## config.mk

```make
export PLATFORM = sky130hd
export DESIGN_NAME = ram32b_arbiter_flat
export DESIGN_NICKNAME = d
export VERILOG_FILES = /design/src/rtl/ram32b_arbiter_if.sv /design/src/rtl/ram32b_arbiter.sv /design/src/flat_wrapper.sv
export SDC_FILE = /design/constraint.sdc
export NUM_CORES = 1
export LEC_CHECK = 0
export ABC_AREA = 1
export CAP_MARGIN = 0
export CORE_AREA = 2 2 125 127
export CTS_CLUSTER_DIAMETER = 40
export DETAILED_ROUTE_END_ITERATION = 6
export DIE_AREA = 0 0 127 129
export GPL_ROUTABILITY_DRIVEN = 0
export PLACE_DENSITY = 0.74
export SYNTH_ARGS = -nofsm -noshare
export SYNTH_HDL_FRONTEND = slang
export SYNTH_SLANG_ARGS = --single-unit
```

## constraint.sdc

```tcl
create_clock -name clk -period 3.3 [get_ports clk]
set_clock_uncertainty 0.05 [all_clocks]
set_input_delay 0.33 -clock clk [delete_from_list [all_inputs] [get_ports clk]]
set_output_delay 0.33 -clock clk [all_outputs]
set_load 0.02 [all_outputs]
```

## src/rtl/ram32b_arbiter_if.sv

```systemverilog
// Request/response and RAM-side signal bundle for the two-port RAM arbiter.
interface ram32b_arbiter_if;
    logic        req0_valid;
    logic        req0_ready;
    logic        req0_write;
    logic [31:0] req0_addr;
    logic [31:0] req0_wdata;
    logic        req1_valid;
    logic        req1_ready;
    logic        req1_write;
    logic [31:0] req1_addr;
    logic [31:0] req1_wdata;
    logic        resp0_valid;
    logic        resp1_valid;
    logic [31:0] resp_rdata;
    logic        resp_err;
    logic        busy;
    logic [31:0] mem_address;
    logic        mem_read_enable;
    logic        mem_write_enable;
    logic [31:0] mem_write_data;
    logic [31:0] mem_read_data;

    modport slave (
        input  req0_valid, req0_write, req0_addr, req0_wdata,
        input  req1_valid, req1_write, req1_addr, req1_wdata,
        input  mem_read_data,
        output req0_ready, req1_ready, resp0_valid, resp1_valid,
        output resp_rdata, resp_err, busy,
        output mem_address, mem_read_enable, mem_write_enable, mem_write_data
    );

    modport master (
        output req0_valid, req0_write, req0_addr, req0_wdata,
        output req1_valid, req1_write, req1_addr, req1_wdata,
        output mem_read_data,
        input  req0_ready, req1_ready, resp0_valid, resp1_valid,
        input  resp_rdata, resp_err, busy,
        input  mem_address, mem_read_enable, mem_write_enable, mem_write_data
    );
endinterface

```

## src/rtl/ram32b_arbiter.sv

```systemverilog
// Two-port round-robin arbiter and access sequencer for a shared single-port 32-bit RAM.
// One request in flight; alignment/range checked before any RAM access is issued.
module ram32b_arbiter #(
    parameter int unsigned MEM_BYTES    = 4096,
    parameter int unsigned READ_LATENCY = 1,
    parameter int unsigned ALIGN_CHECK  = 1
) (
    input  logic             clk,
    input  logic             rst,
    ram32b_arbiter_if.slave  bus
);

    localparam int unsigned CNT_W   = 3;
    localparam logic [31:0] LAST_OK = 32'(MEM_BYTES - 4);
    localparam logic [CNT_W-1:0] LAT = CNT_W'(READ_LATENCY);

    typedef enum logic [1:0] {
        S_IDLE  = 2'd0,
        S_ISSUE = 2'd1,
        S_WAIT  = 2'd2,
        S_RESP  = 2'd3
    } state_t;

    state_t           r_state, w_state_nxt;
    logic [CNT_W-1:0] r_cnt, w_cnt_nxt;
    logic             r_last_grant;
    logic             r_port;
    logic             r_write;

    logic             r_mem_re, r_mem_we;
    logic [31:0]      r_mem_addr, r_mem_wdata;
    logic             r_resp0, r_resp1, r_resp_err, r_busy;
    logic [31:0]      r_resp_rdata;

    logic             w_grant, w_ready0, w_ready1, w_hs;
    logic             w_sel_write, w_req_err;
    logic [31:0]      w_sel_addr, w_sel_wdata;
    logic             w_issue, w_resp, w_resp_port, w_resp_err, w_sample;

    // Grant: a lone requester wins; on contention the port not served last wins.
    always_comb begin
        w_grant = 1'b0;
        if (bus.req0_valid && bus.req1_valid) w_grant = ~r_last_grant;
        else if (bus.req1_valid)              w_grant = 1'b1;
        w_ready0    = (r_state == S_IDLE) && !w_grant && bus.req0_valid;
        w_ready1    = (r_state == S_IDLE) &&  w_grant && bus.req1_valid;
        w_hs        = w_ready0 | w_ready1;
        w_sel_write = w_grant ? bus.req1_write : bus.req0_write;
        w_sel_addr  = w_grant ? bus.req1_addr  : bus.req0_addr;
        w_sel_wdata = w_grant ? bus.req1_wdata : bus.req0_wdata;
        w_req_err   = ((ALIGN_CHECK != 0) && (w_sel_addr[1:0] != 2'b00))
                    || (w_sel_addr > LAST_OK);
    end

    always_comb begin
        w_state_nxt = r_state;
        w_cnt_nxt   = r_cnt;
        w_issue     = 1'b0;
        w_resp      = 1'b0;
        w_resp_port = r_port;
        w_resp_err  = 1'b0;
        w_sample    = 1'b0;
        case (r_state)
            S_IDLE: begin
                if (w_hs) begin
                    if (w_req_err) begin
                        w_state_nxt = S_RESP;
                        w_resp      = 1'b1;
                        w_resp_port = w_grant;
                        w_resp_err  = 1'b1;
                    end else begin
                        w_state_nxt = S_ISSUE;
                        w_issue     = 1'b1;
                    end
                end
            end
            S_ISSUE: begin
                if (r_write) begin
                    w_state_nxt = S_RESP;
                    w_resp      = 1'b1;
                end else begin
                    w_state_nxt = S_WAIT;
                    w_cnt_nxt   = LAT;
                end
            end
            S_WAIT: begin
                w_cnt_nxt = r_cnt - CNT_W'(1);
                // Count of 1 is the cycle the RAM data is valid; <=1 also guards a zero load.
                if (r_cnt <= CNT_W'(1)) begin
                    w_sample    = 1'b1;
                    w_state_nxt = S_RESP;
                    w_resp      = 1'b1;
                end
            end
            S_RESP:  w_state_nxt = S_IDLE;
            default: w_state_nxt = S_IDLE;
        endcase
    end

    always_ff @(posedge clk or posedge rst) begin
        if (rst) begin
            r_state      <= S_IDLE;
            r_cnt        <= '0;
            r_last_grant <= 1'b1;
            r_port       <= 1'b0;
            r_write      <= 1'b0;
        end else begin
            r_state <= w_state_nxt;
            r_cnt   <= w_cnt_nxt;
            if (w_hs) begin
                r_last_grant <= w_grant;
                r_port       <= w_grant;
                r_write      <= w_sel_write;
            end
        end
    end

    // Outputs are registered from the next-state decode so they line up with the state.
    always_ff @(posedge clk or posedge rst) begin
        if (rst) begin
            r_mem_re     <= 1'b0;
            r_mem_we     <= 1'b0;
            r_mem_addr   <= '0;
            r_mem_wdata  <= '0;
            r_resp0      <= 1'b0;
            r_resp1      <= 1'b0;
            r_resp_err   <= 1'b0;
            r_resp_rdata <= '0;
            r_busy       <= 1'b0;
        end else begin
            r_mem_re   <= w_issue & ~w_sel_write;
            r_mem_we   <= w_issue &  w_sel_write;
            r_resp0    <= w_resp  & ~w_resp_port;
            r_resp1    <= w_resp  &  w_resp_port;
            r_resp_err <= w_resp_err;
            r_busy     <= (w_state_nxt != S_IDLE);
            if (w_issue)               r_mem_addr   <= w_sel_addr;
            if (w_issue && w_sel_write) r_mem_wdata <= w_sel_wdata;
            if (w_sample)              r_resp_rdata <= bus.mem_read_data;
        end
    end

    assign bus.req0_ready       = w_ready0;
    assign bus.req1_ready       = w_ready1;
    assign bus.resp0_valid      = r_resp0;
    assign bus.resp1_valid      = r_resp1;
    assign bus.resp_rdata       = r_resp_rdata;
    assign bus.resp_err         = r_resp_err;
    assign bus.busy             = r_busy;
    assign bus.mem_address      = r_mem_addr;
    assign bus.mem_read_enable  = r_mem_re;
    assign bus.mem_write_enable = r_mem_we;
    assign bus.mem_write_data   = r_mem_wdata;

endmodule
```

## src/flat_wrapper.sv

```systemverilog
// flat-port wrapper written by rule: the top's interface ports become plain ports
module ram32b_arbiter_flat 
#(
    parameter int unsigned MEM_BYTES    = 4096,
    parameter int unsigned READ_LATENCY = 1,
    parameter int unsigned ALIGN_CHECK  = 1
)
  (clk, rst, bus_req0_valid, bus_req0_write, bus_req0_addr, bus_req0_wdata, bus_req1_valid, bus_req1_write, bus_req1_addr, bus_req1_wdata, bus_mem_read_data, bus_req0_ready, bus_req1_ready, bus_resp0_valid, bus_resp1_valid, bus_resp_rdata, bus_resp_err, bus_busy, bus_mem_address, bus_mem_read_enable, bus_mem_write_enable, bus_mem_write_data);
  ram32b_arbiter_if bus_i ();
  input  logic clk;
  input  logic rst;
  input wire logic [$bits(bus_i.req0_valid)-1:0] bus_req0_valid;
  input wire logic [$bits(bus_i.req0_write)-1:0] bus_req0_write;
  input wire logic [$bits(bus_i.req0_addr)-1:0] bus_req0_addr;
  input wire logic [$bits(bus_i.req0_wdata)-1:0] bus_req0_wdata;
  input wire logic [$bits(bus_i.req1_valid)-1:0] bus_req1_valid;
  input wire logic [$bits(bus_i.req1_write)-1:0] bus_req1_write;
  input wire logic [$bits(bus_i.req1_addr)-1:0] bus_req1_addr;
  input wire logic [$bits(bus_i.req1_wdata)-1:0] bus_req1_wdata;
  input wire logic [$bits(bus_i.mem_read_data)-1:0] bus_mem_read_data;
  output wire logic [$bits(bus_i.req0_ready)-1:0] bus_req0_ready;
  output wire logic [$bits(bus_i.req1_ready)-1:0] bus_req1_ready;
  output wire logic [$bits(bus_i.resp0_valid)-1:0] bus_resp0_valid;
  output wire logic [$bits(bus_i.resp1_valid)-1:0] bus_resp1_valid;
  output wire logic [$bits(bus_i.resp_rdata)-1:0] bus_resp_rdata;
  output wire logic [$bits(bus_i.resp_err)-1:0] bus_resp_err;
  output wire logic [$bits(bus_i.busy)-1:0] bus_busy;
  output wire logic [$bits(bus_i.mem_address)-1:0] bus_mem_address;
  output wire logic [$bits(bus_i.mem_read_enable)-1:0] bus_mem_read_enable;
  output wire logic [$bits(bus_i.mem_write_enable)-1:0] bus_mem_write_enable;
  output wire logic [$bits(bus_i.mem_write_data)-1:0] bus_mem_write_data;
  assign bus_i.req0_valid = bus_req0_valid;
  assign bus_i.req0_write = bus_req0_write;
  assign bus_i.req0_addr = bus_req0_addr;
  assign bus_i.req0_wdata = bus_req0_wdata;
  assign bus_i.req1_valid = bus_req1_valid;
  assign bus_i.req1_write = bus_req1_write;
  assign bus_i.req1_addr = bus_req1_addr;
  assign bus_i.req1_wdata = bus_req1_wdata;
  assign bus_i.mem_read_data = bus_mem_read_data;
  assign bus_req0_ready = bus_i.req0_ready;
  assign bus_req1_ready = bus_i.req1_ready;
  assign bus_resp0_valid = bus_i.resp0_valid;
  assign bus_resp1_valid = bus_i.resp1_valid;
  assign bus_resp_rdata = bus_i.resp_rdata;
  assign bus_resp_err = bus_i.resp_err;
  assign bus_busy = bus_i.busy;
  assign bus_mem_address = bus_i.mem_address;
  assign bus_mem_read_enable = bus_i.mem_read_enable;
  assign bus_mem_write_enable = bus_i.mem_write_enable;
  assign bus_mem_write_data = bus_i.mem_write_data;
  ram32b_arbiter #(.MEM_BYTES(MEM_BYTES), .READ_LATENCY(READ_LATENCY), .ALIGN_CHECK(ALIGN_CHECK)) u_core (.clk(clk), .rst(rst), .bus(bus_i));
endmodule
```

==> run_results.csv, run 1 <==
group,metric,value,unit
job,max_cap_viol_count,0,
critical_path,crit_arrival,2.38,ns
critical_path,worst-path-buf-inv,2,
drt,dr.first_iter.drc_count,178,
clock_tree,cts_resized,0,
synthesis,avgSynthCellArea,7.72,µm²
clock_tree,tritoncts_num_sinks,110,
critical_path,ff2ff_path_depth,10,
synthesis,synth.cell_area,5180,µm²
critical_path,cpMaxStageDelayCell,"sky130_fd_sc_hd__clkdlybuf4s50_1",
critical_path,maximum_fanout_encountered_on_the_critical_timing_path,27,
clock_tree,cts-hold-fix-buffers,0,
synthesis,synth_cells,671,
cells_and_area,post_route_cells_drive_above_1_share,0.0386,
drt,highest_layer,"met4",
clock_tree,clock_insertion_delay_worst_skew,0.35,ns
timing,final_period_minus_worst_setup_slack,2.76,ns
clock_tree,tritoncts_clock_tree,"built",
drt,drc,0,
global_routing,antenna_found_initial,0,
synthesis,yosysWarnings,0,
placed_design,placed_cell_areas,8010,µm²
timing,setup_tns,0,ns
drt,met2_length,7.07,mm
timing,timing.fmax,0.362,GHz
critical_path,startpoint_type,"flop",
timing,rsz0062_at_grt,"false",
cells_and_area,flip_flop_and_latch_area,2750,µm²
pwr,vdd.ir_drop.worst,282,µV
critical_path,cp_top_family,"buffers and inverters",
timing,timing.final.setup_violations,0,
timing,final_critical_path_setup_slack,0.535,ns
pwr,p_leak,4.37,nW
critical_path,criticalPathCategory,"flop to output port",
timing,slew_viol_final,0,
cells_and_area,fin_nets,1100,
floorplanning,dieWidth,127,µm
cells_and_area,final_common_cell,"sky130_fd_sc_hd__nand2_1",
critical_path,required,2.92,ns
synthesis,yosysSeqAreaShare,0.532,
timing,hold_violations,0,
critical_path,worst_setup_path_end_kind,"output port",
drt,dr_wl_met3,1.09,mm
cells_and_area,layout.cells.most_common_list,"sky130_fd_sc_hd__nand2_1 (369), sky130_fd_sc_hd__clkdlybuf4s50_1 (269), sky130_fd_sc_hd__dfrtp_1 (109)",
timing,worst_slew_margin_relative_to_its_limit,0.529,
timing,timing_worst_slew_pin_value,0.705,ns
clock_tree,cts.htree.levels,3,
run_status,status,"finished, final reports clean",
cells_and_area,multi_input_area,2050,µm²
drt,via_count,4997,
drt,met1Wirelength,6.19,mm
placed_design,dp.final_hpwl,11.1,mm
cells_and_area,fillers,1383,
cells_and_area,postLayoutCoreUtil,0.558,
floorplanning,pin_count,270,
drt,drt.antenna.violating_nets,0,
synthesis,mappedNetlistNets,843,
cells_and_area,fin_area,8360,µm²
floorplanning,core_area,15000,µm²
pwr,power_density,588,nW/µm²
cells_and_area,flow.area_growth_from_synthesis,61.4,%
placed_design,numPortBuffers,269,
timing,fin_crit_sh,0.838,
global_routing,grt_overflow,0,
global_routing,grt_use_total,0.180,
synthesis,ys_ff_latch,110,
floorplanning,rows,45,
drt,avgViaCountPerCell,4.46,
drt,drt_first_pass_iters,4,
critical_path,cp.depth,5,
clock_tree,postCtsSetupBuffers,0,
drt,wirelength,14.7,mm
clock_tree,worst_setup_hold_path_clk_slew,0.08,ns
floorplanning,die-height,129,µm
clock_tree,cts_inserted_buffers,9,
clock_tree,clock_tree.root_cell,"sky130_fd_sc_hd__clkbuf_16",
critical_path,max_stage_delay,0.63,ns
cells_and_area,antenna_cells_inserted,0,
hold_path,worstHoldPathType,"primary input to async pin",
drt,wire_per_inst,13.1,µm
floorplanning,floorplan.die_area,16400,µm²
critical_path,worstPathCellList,"nand2_1 > nand2_2 > inv_2 > nor2_1 > clkdlybuf4s50_1",
floorplanning,initial_core_util,0.346,
clock_tree,cts_buffer_depth,2,
synthesis,synth.lib_cells_used.distinct,26,
placed_design,dp_slack,0.301,ns
global_routing,grt_max_degree,58,
global_routing,first_global_vias,4787,
global_routing,grt_first_pass_wirelength,23.5,mm
==> per-layer routing <==
layer | global-route usage | vias to the layer above
met1 | 0.220 | 2250
met3 | 0.0528 | 22
li1 | - | 2546
met5 | 0 | -
met4 | 0.0582 | 0
met2 | 0.308 | 179
==> cells in the mapped netlist <==
library cell                 n  area share
sky130_fd_sc_hd__nand2_1   369        0.27
sky130_fd_sc_hd__dfrtp_1   109        0.53
sky130_fd_sc_hd__inv_1      50       0.036
sky130_fd_sc_hd__nand3_1    40       0.039
sky130_fd_sc_hd__clkbuf_1   13      0.0094
sky130_fd_sc_hd__nor2_1     13      0.0094
sky130_fd_sc_hd__mux2i_1    10       0.019
sky130_fd_sc_hd__o21ai_1    10      0.0097
sky130_fd_sc_hd__buf_2       9      0.0087
sky130_fd_sc_hd__o21ai_0     9      0.0087
sky130_fd_sc_hd__nand3b_1    7       0.010
sky130_fd_sc_hd__ha_1        6       0.014
sky130_fd_sc_hd__buf_6       5       0.011
sky130_fd_sc_hd__buf_4       3      0.0043
sky130_fd_sc_hd__nand2_2     3      0.0036
sky130_fd_sc_hd__a21oi_1     2      0.0019
sky130_fd_sc_hd__buf_1       2      0.0015
sky130_fd_sc_hd__inv_2       2      0.0015
sky130_fd_sc_hd__nor3_1      2      0.0019
sky130_fd_sc_hd__a221oi_1    1      0.0017
sky130_fd_sc_hd__clkinv_1    1     0.00072
sky130_fd_sc_hd__dfstp_2     1      0.0051
sky130_fd_sc_hd__nor2_2      1      0.0012
sky130_fd_sc_hd__nor2_8      1      0.0039
sky130_fd_sc_hd__or2_2       1      0.0012
sky130_fd_sc_hd__xnor2_1     1      0.0017
==> cell families after synthesis <==
family,count (synthesis),synth area share
and+or+nand+nor,437,0.338
AOI/OAI and AO/OA,22,0.0220
adders and majority gates,6,0.0145
xor gates and xnor gates,1,0.00169
muxes,10,0.0193
buffers and inverters,85,0.0732
DFF,110,0.532
==> layout make-up <==
type | count | share of cell area
clock inverters | 7 | 0.0144
multi-input cells | 476 | 0.245
well taps | 188 | 0.0281
flip-flops and latches | 110 | 0.329
inverters | 53 | 0.0241
clock buffers | 9 | 0.0269
repair buffers | 278 | 0.332
==> stage by stage <==
step	power, mW	hold WS [ns]	instances
2_1_floorplan	2.84	0.397	671
3_3_place_gp	3.68	0.398	1105
3_5_place_dp	3.72	0.402	1105
4_1_cts	4.98	0.419	1121
5_1_grt	5.25	0.439	1121
6_report	4.91	0.391	1121
==> power breakdown <==
group / switching, mW / leakage (nW) / internal [mW]
Sequential: 0.145 / 1.46 / 1.62
Clock: 0.494 / 0.166 / 0.745
Combinational: 1.07 / 2.74 / 0.842
Total: 1.71 / 4.37 / 3.21
==> registers in the layout, indices dropped and copies added, names as in the netlist, 2 cells and up <==
signal	count
u_core.r_cnt	3
u_core.bus.mem_address	32
u_core.r_state	2
u_core.bus.mem_write_data	32
u_core.bus.resp_rdata	32
==> worst paths after layout <==
kind	slack (ns)	from	end
setup / recovery	0.54	u_core.r_last_grant$_DFFE_PP1N_	bus_req0_ready
setup reg to reg	0.60	u_core.r_last_grant$_DFFE_PP1N_	u_core.bus.mem_address[2]$_DFFE_PP0P_
min in group clk	0.42	u_core.bus.mem_write_data[29]$_DFFE_PP0P_	u_core.bus.mem_write_data[29]$_DFFE_PP0P_
max in group asynchronous	2.01	rst	u_core.r_last_grant$_DFFE_PP1N_
hold reg to reg	0.42	u_core.bus.mem_write_data[29]$_DFFE_PP0P_	u_core.bus.mem_write_data[29]$_DFFE_PP0P_
hold / removal	0.39	rst	u_core.bus.resp_rdata[22]$_DFFE_PP0P_
(Power assumes the default switching activity.)
==> inputs of run 2 (changes only) <==
Settings changed: PLACE_DENSITY 0.74 to 0.72.
Clock period 3.3 ns to 2.7 ns, I/O delays scaled along.
==> run 2 against run 1 <==
  * Clock power about the same
  * Non-clock buffer count up 5
  * Sequential share of layout area about the same
  * First-iteration DRC count up 23%
==> run_results.csv, run 2 (synthesized netlist as in run 1, its figures left out) <==
group,metric,value,unit
drt,drc,0,
clock_tree,clock_tree.root_cell,"sky130_fd_sc_hd__clkbuf_16",
placed_design,placed_cells,1110,
cells_and_area,final_common_cell,"sky130_fd_sc_hd__nand2_1",
timing,fin_crit_sh,0.885,
drt,via_count,4960,
clock_tree,cts_resized,0,
global_routing,grt_use_total,0.184,
timing,hold_violations,0,
critical_path,required,2.92,ns
clock_tree,tritoncts_num_sinks,110,
pwr,power_density,687,nW/µm²
timing,timing_worst_slew_pin_value,0.701,ns
clock_tree,clock_insertion_delay_worst_skew,0.34,ns
critical_path,cpMaxStageDelayCell,"sky130_fd_sc_hd__dfstp_2",
drt,dr.first_iter.drc_count,219,
clock_tree,cts.htree.levels,3,
cells_and_area,flip_flop_and_latch_area,2750,µm²
cells_and_area,fin_area,8370,µm²
pwr,vdd.ir_drop.worst,347,µV
cells_and_area,fin_nets,1105,
critical_path,worst_setup_path_end_kind,"flop",
cells_and_area,multi_input_area,2050,µm²
placed_design,numPortBuffers,269,
timing,final_period_minus_worst_setup_slack,2.39,ns
job,max_cap_viol_count,0,
floorplanning,pin_count,270,
drt,wirelength,14.7,mm
drt,wire_per_inst,13.0,µm
timing,setup_tns,0,ns
critical_path,startpoint_type,"flop",
floorplanning,die-height,129,µm
critical_path,maximum_fanout_encountered_on_the_critical_timing_path,42,
floorplanning,core_area,15000,µm²
timing,final_critical_path_setup_slack,0.310,ns
hold_path,worstHoldPathType,"primary input to async pin",
cells_and_area,finalNonFillerCells,1126,
cells_and_area,fillers,1410,
run_status,status,"finished, final reports clean",
cells_and_area,flow.area_growth_from_synthesis,61.6,%
cells_and_area,layout.cells.most_common_list,"sky130_fd_sc_hd__nand2_1 (369), sky130_fd_sc_hd__clkdlybuf4s50_1 (269), sky130_fd_sc_hd__dfrtp_1 (109)",
timing,timing.final.setup_violations,0,
critical_path,critical_path.startpoint,"u_core.r_last_grant$_DFFE_PP1N_",
placed_design,placed_cell_areas,8090,µm²
critical_path,critical_path.most_common_cell,"sky130_fd_sc_hd__nand2_1",
cells_and_area,antenna_cells_inserted,0,
cells_and_area,post_route_cells_drive_above_1_share,0.0426,
timing,rsz0062_at_grt,"false",
critical_path,criticalPathCategory,"flop to flop",
clock_tree,tritoncts_clock_tree,"built",
clock_tree,cts-hold-fix-buffers,0,
floorplanning,rows,45,
placed_design,dp_slack,0.0657,ns
timing,worst_slew_margin_relative_to_its_limit,0.532,
timing,timing.fmax,0.418,GHz
critical_path,rrSetupSlack,0.31,ns
clock_tree,cts_inserted_buffers,9,
drt,drt.antenna.violating_nets,0,
pwr,p_leak,4.38,nW
global_routing,grt_max_degree,46,
placed_design,dp.final_hpwl,11.2,mm
timing,slew_viol_final,0,
global_routing,grt_first_pass_wirelength,24.0,mm
floorplanning,dieWidth,127,µm
global_routing,first_global_vias,4797,
critical_path,worst-path-buf-inv,2,
drt,drt_first_pass_iters,4,
critical_path,max_stage_delay,0.54,ns
global_routing,grt_overflow,0,
critical_path,cp_top_family,"simple AND/OR/NAND/NOR gates",
floorplanning,floorplan.die_area,16400,µm²
global_routing,antenna_found_initial,0,
clock_tree,worst_setup_hold_path_clk_slew,0.07,ns
critical_path,regToRegStartpoint,"u_core.r_last_grant$_DFFE_PP1N_",
clock_tree,postCtsSetupBuffers,0,
critical_path,crit_arrival,2.61,ns
floorplanning,initial_core_util,0.346,
cells_and_area,postLayoutCoreUtil,0.559,
clock_tree,cts_buffer_depth,2,
drt,avgViaCountPerCell,4.40,
critical_path,worstPathCellList,"nand2_1 > nand2_2 > buf_4 > nand2_1 > nand2_1 > nor2_1 > nand2_1 > nor2_2 > nand2_2 > nor2_8 > inv_2 > nand2_1 > o21ai_1",
-- run 2: final timing paths --
kind	to	depth (start not counted)
max in group asynchronous	u_core.r_last_grant$_DFFE_PP1N_	3
max reg2reg	u_core.bus.mem_address[7]$_DFFE_PP0P_	13
min	u_core.bus.resp_rdata[10]$_DFFE_PP0P_	2
min reg2reg	u_core.bus.resp_rdata[20]$_DFFE_PP0P_	2
min in group clk	u_core.bus.resp_rdata[13]$_DFFE_PP0P_	3
max	u_core.bus.mem_address[7]$_DFFE_PP0P_	13
-- run 2: routing by layer --
layer	wire, µm	GRT usage
met3	1130	0.0557
met5	0	0
met1	6180	0.226
met2	7160	0.312
met4	223	0.0549
-- run 2: final cells by class --
cell class / instances / share of cell area
clock buffers: 11 / 0.0290
clock inverters: 5 / 0.00419
inverters: 53 / 0.0242
multi-input cells: 476 / 0.245
flip-flops and latches: 110 / 0.329
well taps: 188 / 0.0281
repair buffers: 283 / 0.340
-- run 2: report_power, final --
| part | total (mW) | internal (mW) | switching (mW) |
|---|---|---|---|
| Sequential | 2.15 | 1.98 | 0.169 |
| Combinational | 2.35 | 1.05 | 1.30 |
| Clock | 1.25 | 0.652 | 0.593 |
-- run 2: worst reg2reg max path: cells and delay by family (launching register included) --
family                 cells  cell delay (ns)
AND/OR/NAND/NOR           10             0.86
flip-flops                 1             0.54
buffers and inverters      2             0.78
AO/OA/AOI/OAI              1             0.10
-- run 2: metrics by stage --
stage,hold slack [ns],power [mW]
after floorplan,0.337,3.48
after global placement,0.399,4.53
after detailed placement,0.401,4.56
after CTS,0.303,5.83
after global routing,0.319,6.19
final,0.293,5.75
==> inputs of run 3 (changes only) <==
Settings changed: ABC_AREA 1 to 0, CORE_AREA 2 2 125 127 to 2 2 122 124, DIE_AREA 0 0 127 129 to 0 0 124 126.
==> run 3 against run 2 <==
  * Critical path depth shrank 8
  * Sequential cell count is the same
  * First-iteration DRC count shrank 44%
  * Cell count shrank 27%
  * Clock power is essentially flat
  * Global-route usage grew 0.24 points
  * Synthesized cell count shrank 48%
  * Design area shrank 2.5%
  * Synthesized area shrank 5.7%
  * Clock-buffer cell count shrank 1
  * Critical path type is now flop to output port
  * Critical endpoint is now bus_req0_ready
  * Largest cell class unchanged
  * Highest routed layer unchanged
==> run_results.csv, run 3 <==
group,metric,value,unit
cells_and_area,antenna_cells_inserted,0,
drt,wire_per_inst,18.1,µm
pwr,design_power_total,5.84,mW
drt,avgViaCountPerCell,4.72,
floorplanning,dieWidth,124,µm
cells_and_area,flow.area_growth_from_synthesis,67.1,%
critical_path,required,2.38,ns
floorplanning,die-height,126,µm
clock_tree,cts.htree.levels,3,
synthesis,synth.cell_area,4880,µm²
run_status,status,"finished, final reports clean",
floorplanning,initial_core_util,0.341,
floorplanning,core_area,14300,µm²
timing,hold_violations,0,
floorplanning,rows,44,
floorplanning,floorplan.die_area,15600,µm²
critical_path,criticalPathCategory,"flop to output port",
timing,timing.fmax,0.385,GHz
critical_path,maximum_fanout_encountered_on_the_critical_timing_path,6,
critical_path,worst_setup_path_end_kind,"output port",
critical_path,regToRegStartpoint,"u_core.r_state[1]$_DFF_PP0_",
critical_path,ff2ff_path_depth,7,
timing,timing_worst_slew_pin_value,0.613,ns
drt,drt_first_pass_iters,4,
clock_tree,cts_inserted_buffers,9,
synthesis,synth_cells,350,
hold_path,worstHoldPathType,"primary input to async pin",
synthesis,synth.lib_cells_used.distinct,38,
global_routing,grt_use_total,0.186,
global_routing,grt_max_degree,38,
floorplanning,pin_count,270,
synthesis,synth.top_cells.by_count,"sky130_fd_sc_hd__dfrtp_1 (109), sky130_fd_sc_hd__mux2_2 (66), sky130_fd_sc_hd__mux2_4 (30), sky130_fd_sc_hd__and2_1 (22), sky130_fd_sc_hd__a21oi_1 (13)",
synthesis,synth-edff-count,0,
drt,via_count,3860,
global_routing,grt_first_pass_wirelength,21.6,mm
clock_tree,cts_buffer_depth,2,
placed_design,numPortBuffers,269,
clock_tree,tritoncts_clock_tree,"built",
clock_tree,clock_insertion_delay_worst_skew,0.35,ns
synthesis,yosysWarnings,0,
drt,dr.first_iter.drc_count,123,
drt,drc,0,
pwr,vdd.ir_drop.worst,388,µV
synthesis,yosys.cell_count.top_type,"sky130_fd_sc_hd__dfrtp_1",
synthesis,avgSynthCellArea,14.0,µm²
cells_and_area,layout.cells.most_common_list,"sky130_fd_sc_hd__clkdlybuf4s50_1 (269), sky130_fd_sc_hd__dfrtp_1 (109), sky130_fd_sc_hd__mux2_2 (66)",
job,max_cap_viol_count,0,
synthesis,post-synth-top-area-cell,"sky130_fd_sc_hd__dfrtp_1",
synthesis,ys_ff_latch,110,
timing,rsz0062_at_grt,"false",
synthesis,asyncSetResetFlopFracSynth,1.00,
synthesis,yosysSeqAreaShare,0.564,
critical_path,rrSetupSlack,0.57,ns
synthesis,synth_top_area_share,0.559,
clock_tree,tritoncts_num_sinks,110,
global_routing,first_global_vias,3983,
synthesis,synthTopCellsByArea,"sky130_fd_sc_hd__dfrtp_1 (56%), sky130_fd_sc_hd__mux2_2 (15%), sky130_fd_sc_hd__mux2_4 (9.2%)",
global_routing,grt_overflow,0,
drt,wirelength,14.8,mm
critical_path,crit_arrival,2.28,ns
timing,final_period_minus_worst_setup_slack,2.60,ns
cells_and_area,fillers,1164,
cells_and_area,flip_flop_and_latch_area,2750,µm²
cells_and_area,final_common_cell,"sky130_fd_sc_hd__clkdlybuf4s50_1",
cells_and_area,fin_nets,800,
clock_tree,worst_setup_hold_path_clk_slew,0.07,ns
timing,worst_slew_margin_relative_to_its_limit,0.588,
cells_and_area,post_route_cells_drive_above_1_share,0.213,
pwr,p_leak,3.59,nW
cells_and_area,multi_input_area,2020,µm²
timing,setup_tns,0,ns
timing,timing.final.setup_violations,0,
timing,slew_viol_final,0,
global_routing,antenna_found_initial,0,
pwr,power_density,716,nW/µm²
timing,fin_crit_sh,0.962,
drt,drt.antenna.violating_nets,0,
synthesis,mappedNetlistNets,522,
synthesis,dominantRegCellSynth,"sky130_fd_sc_hd__dfrtp_1",
clock_tree,clock_tree.root_cell,"sky130_fd_sc_hd__clkbuf_16",
placed_design,dp.final_hpwl,11.7,mm
critical_path,timing.rr.end,"u_core.bus.mem_write_data[13]$_DFFE_PP0P_",
critical_path,startpoint_type,"flop",
==> run 3: timing repair <==
action / in CTS / in global routing
hold buffers: 0 / 0
gates resized for setup: 0 / 1
setup endpoints to repair: 0 / 1
buffers inserted: 0 / 0
==> run 3: stage by stage <==
stage	utilization	hold WS, ns	area (µm²)	setup slack, ns	std cells
after CTS	0.570	0.296	8160	0.0137	817
after floorplan	-	0.293	4890	0.798	350
after global routing	0.570	0.324	8160	0.0524	817
final	0.570	0.291	8160	0.102	817
after detailed placement	0.550	0.420	7880	-0.0111	801
after global placement	0.550	0.418	7880	0.0208	801
==> run 3: area by class of cell <==
cell class / instances / area share
Timing Repair Buffer: 284 / 0.348
Sequential cell: 110 / 0.337
Multi-Input combinational cell: 214 / 0.247
Tap cell: 184 / 0.0282
Clock buffer: 10 / 0.0281
Clock inverter: 6 / 0.00644
Inverter: 9 / 0.00460
==> run 3: worst max-delay path, cell delays in order (launching register included) <==
cell	delay (ns)
sky130_fd_sc_hd__dfrtp_1	0.41
sky130_fd_sc_hd__inv_1	0.12
sky130_fd_sc_hd__ha_1	0.32
sky130_fd_sc_hd__nand2_1	0.19
sky130_fd_sc_hd__nor2_2	0.24
sky130_fd_sc_hd__clkdlybuf4s50_1	0.65
==> run 3: worst max path at each step <==
stage | start | endpoint | slack [ns]
detailed placement | bus_req0_addr[12] | u_core.bus.mem_write_data[0]$_DFFE_PP0P_ | -0.01
global route | u_core.r_state[1]$_DFF_PP0_ | bus_req0_ready | 0.05
finish | u_core.r_state[1]$_DFF_PP0_ | bus_req0_ready | 0.10
floorplan | u_core.r_state[0]$_DFF_PP0_ | u_core.bus.resp_rdata[0]$_DFFE_PP0P_ | 0.80
CTS | u_core.r_state[0]$_DFF_PP0_ | bus_req0_ready | 0.01
global placement | bus_req0_addr[12] | u_core.bus.mem_write_data[28]$_DFFE_PP0P_ | 0.02
==> run 3: power breakdown <==
part           total, mW  switching (mW)  internal [mW]
Combinational       2.39            1.10           1.29
Sequential          2.18           0.187           1.99
Clock               1.27           0.629          0.645
==> run 3: per-layer routing <==
| metal | part of all wire | vias up | track usage | wire length [µm] |
|---|---|---|---|---|
| met4 | 0.018 | 0 | 0.0502 | 259 |
| met5 | 0 | - | 0 | 0 |
| li1 | - | 1805 | - | - |
| met2 | 0.50 | 168 | 0.324 | 7370 |
| met1 | 0.38 | 1871 | 0.211 | 5690 |
| met3 | 0.099 | 16 | 0.0711 | 1460 |
==> run 3: cells by family after synthesis <==
kind of cell / Yosys count / share of synthesized area
AO/OA/AOI/OAI: 40 / 0.0538
AND/OR/NAND/NOR: 60 / 0.0712
buffers and inverters: 26 / 0.0266
flip-flops: 110 / 0.564
adder cells (fa/ha/maj): 6 / 0.0154
multiplexers: 108 / 0.269
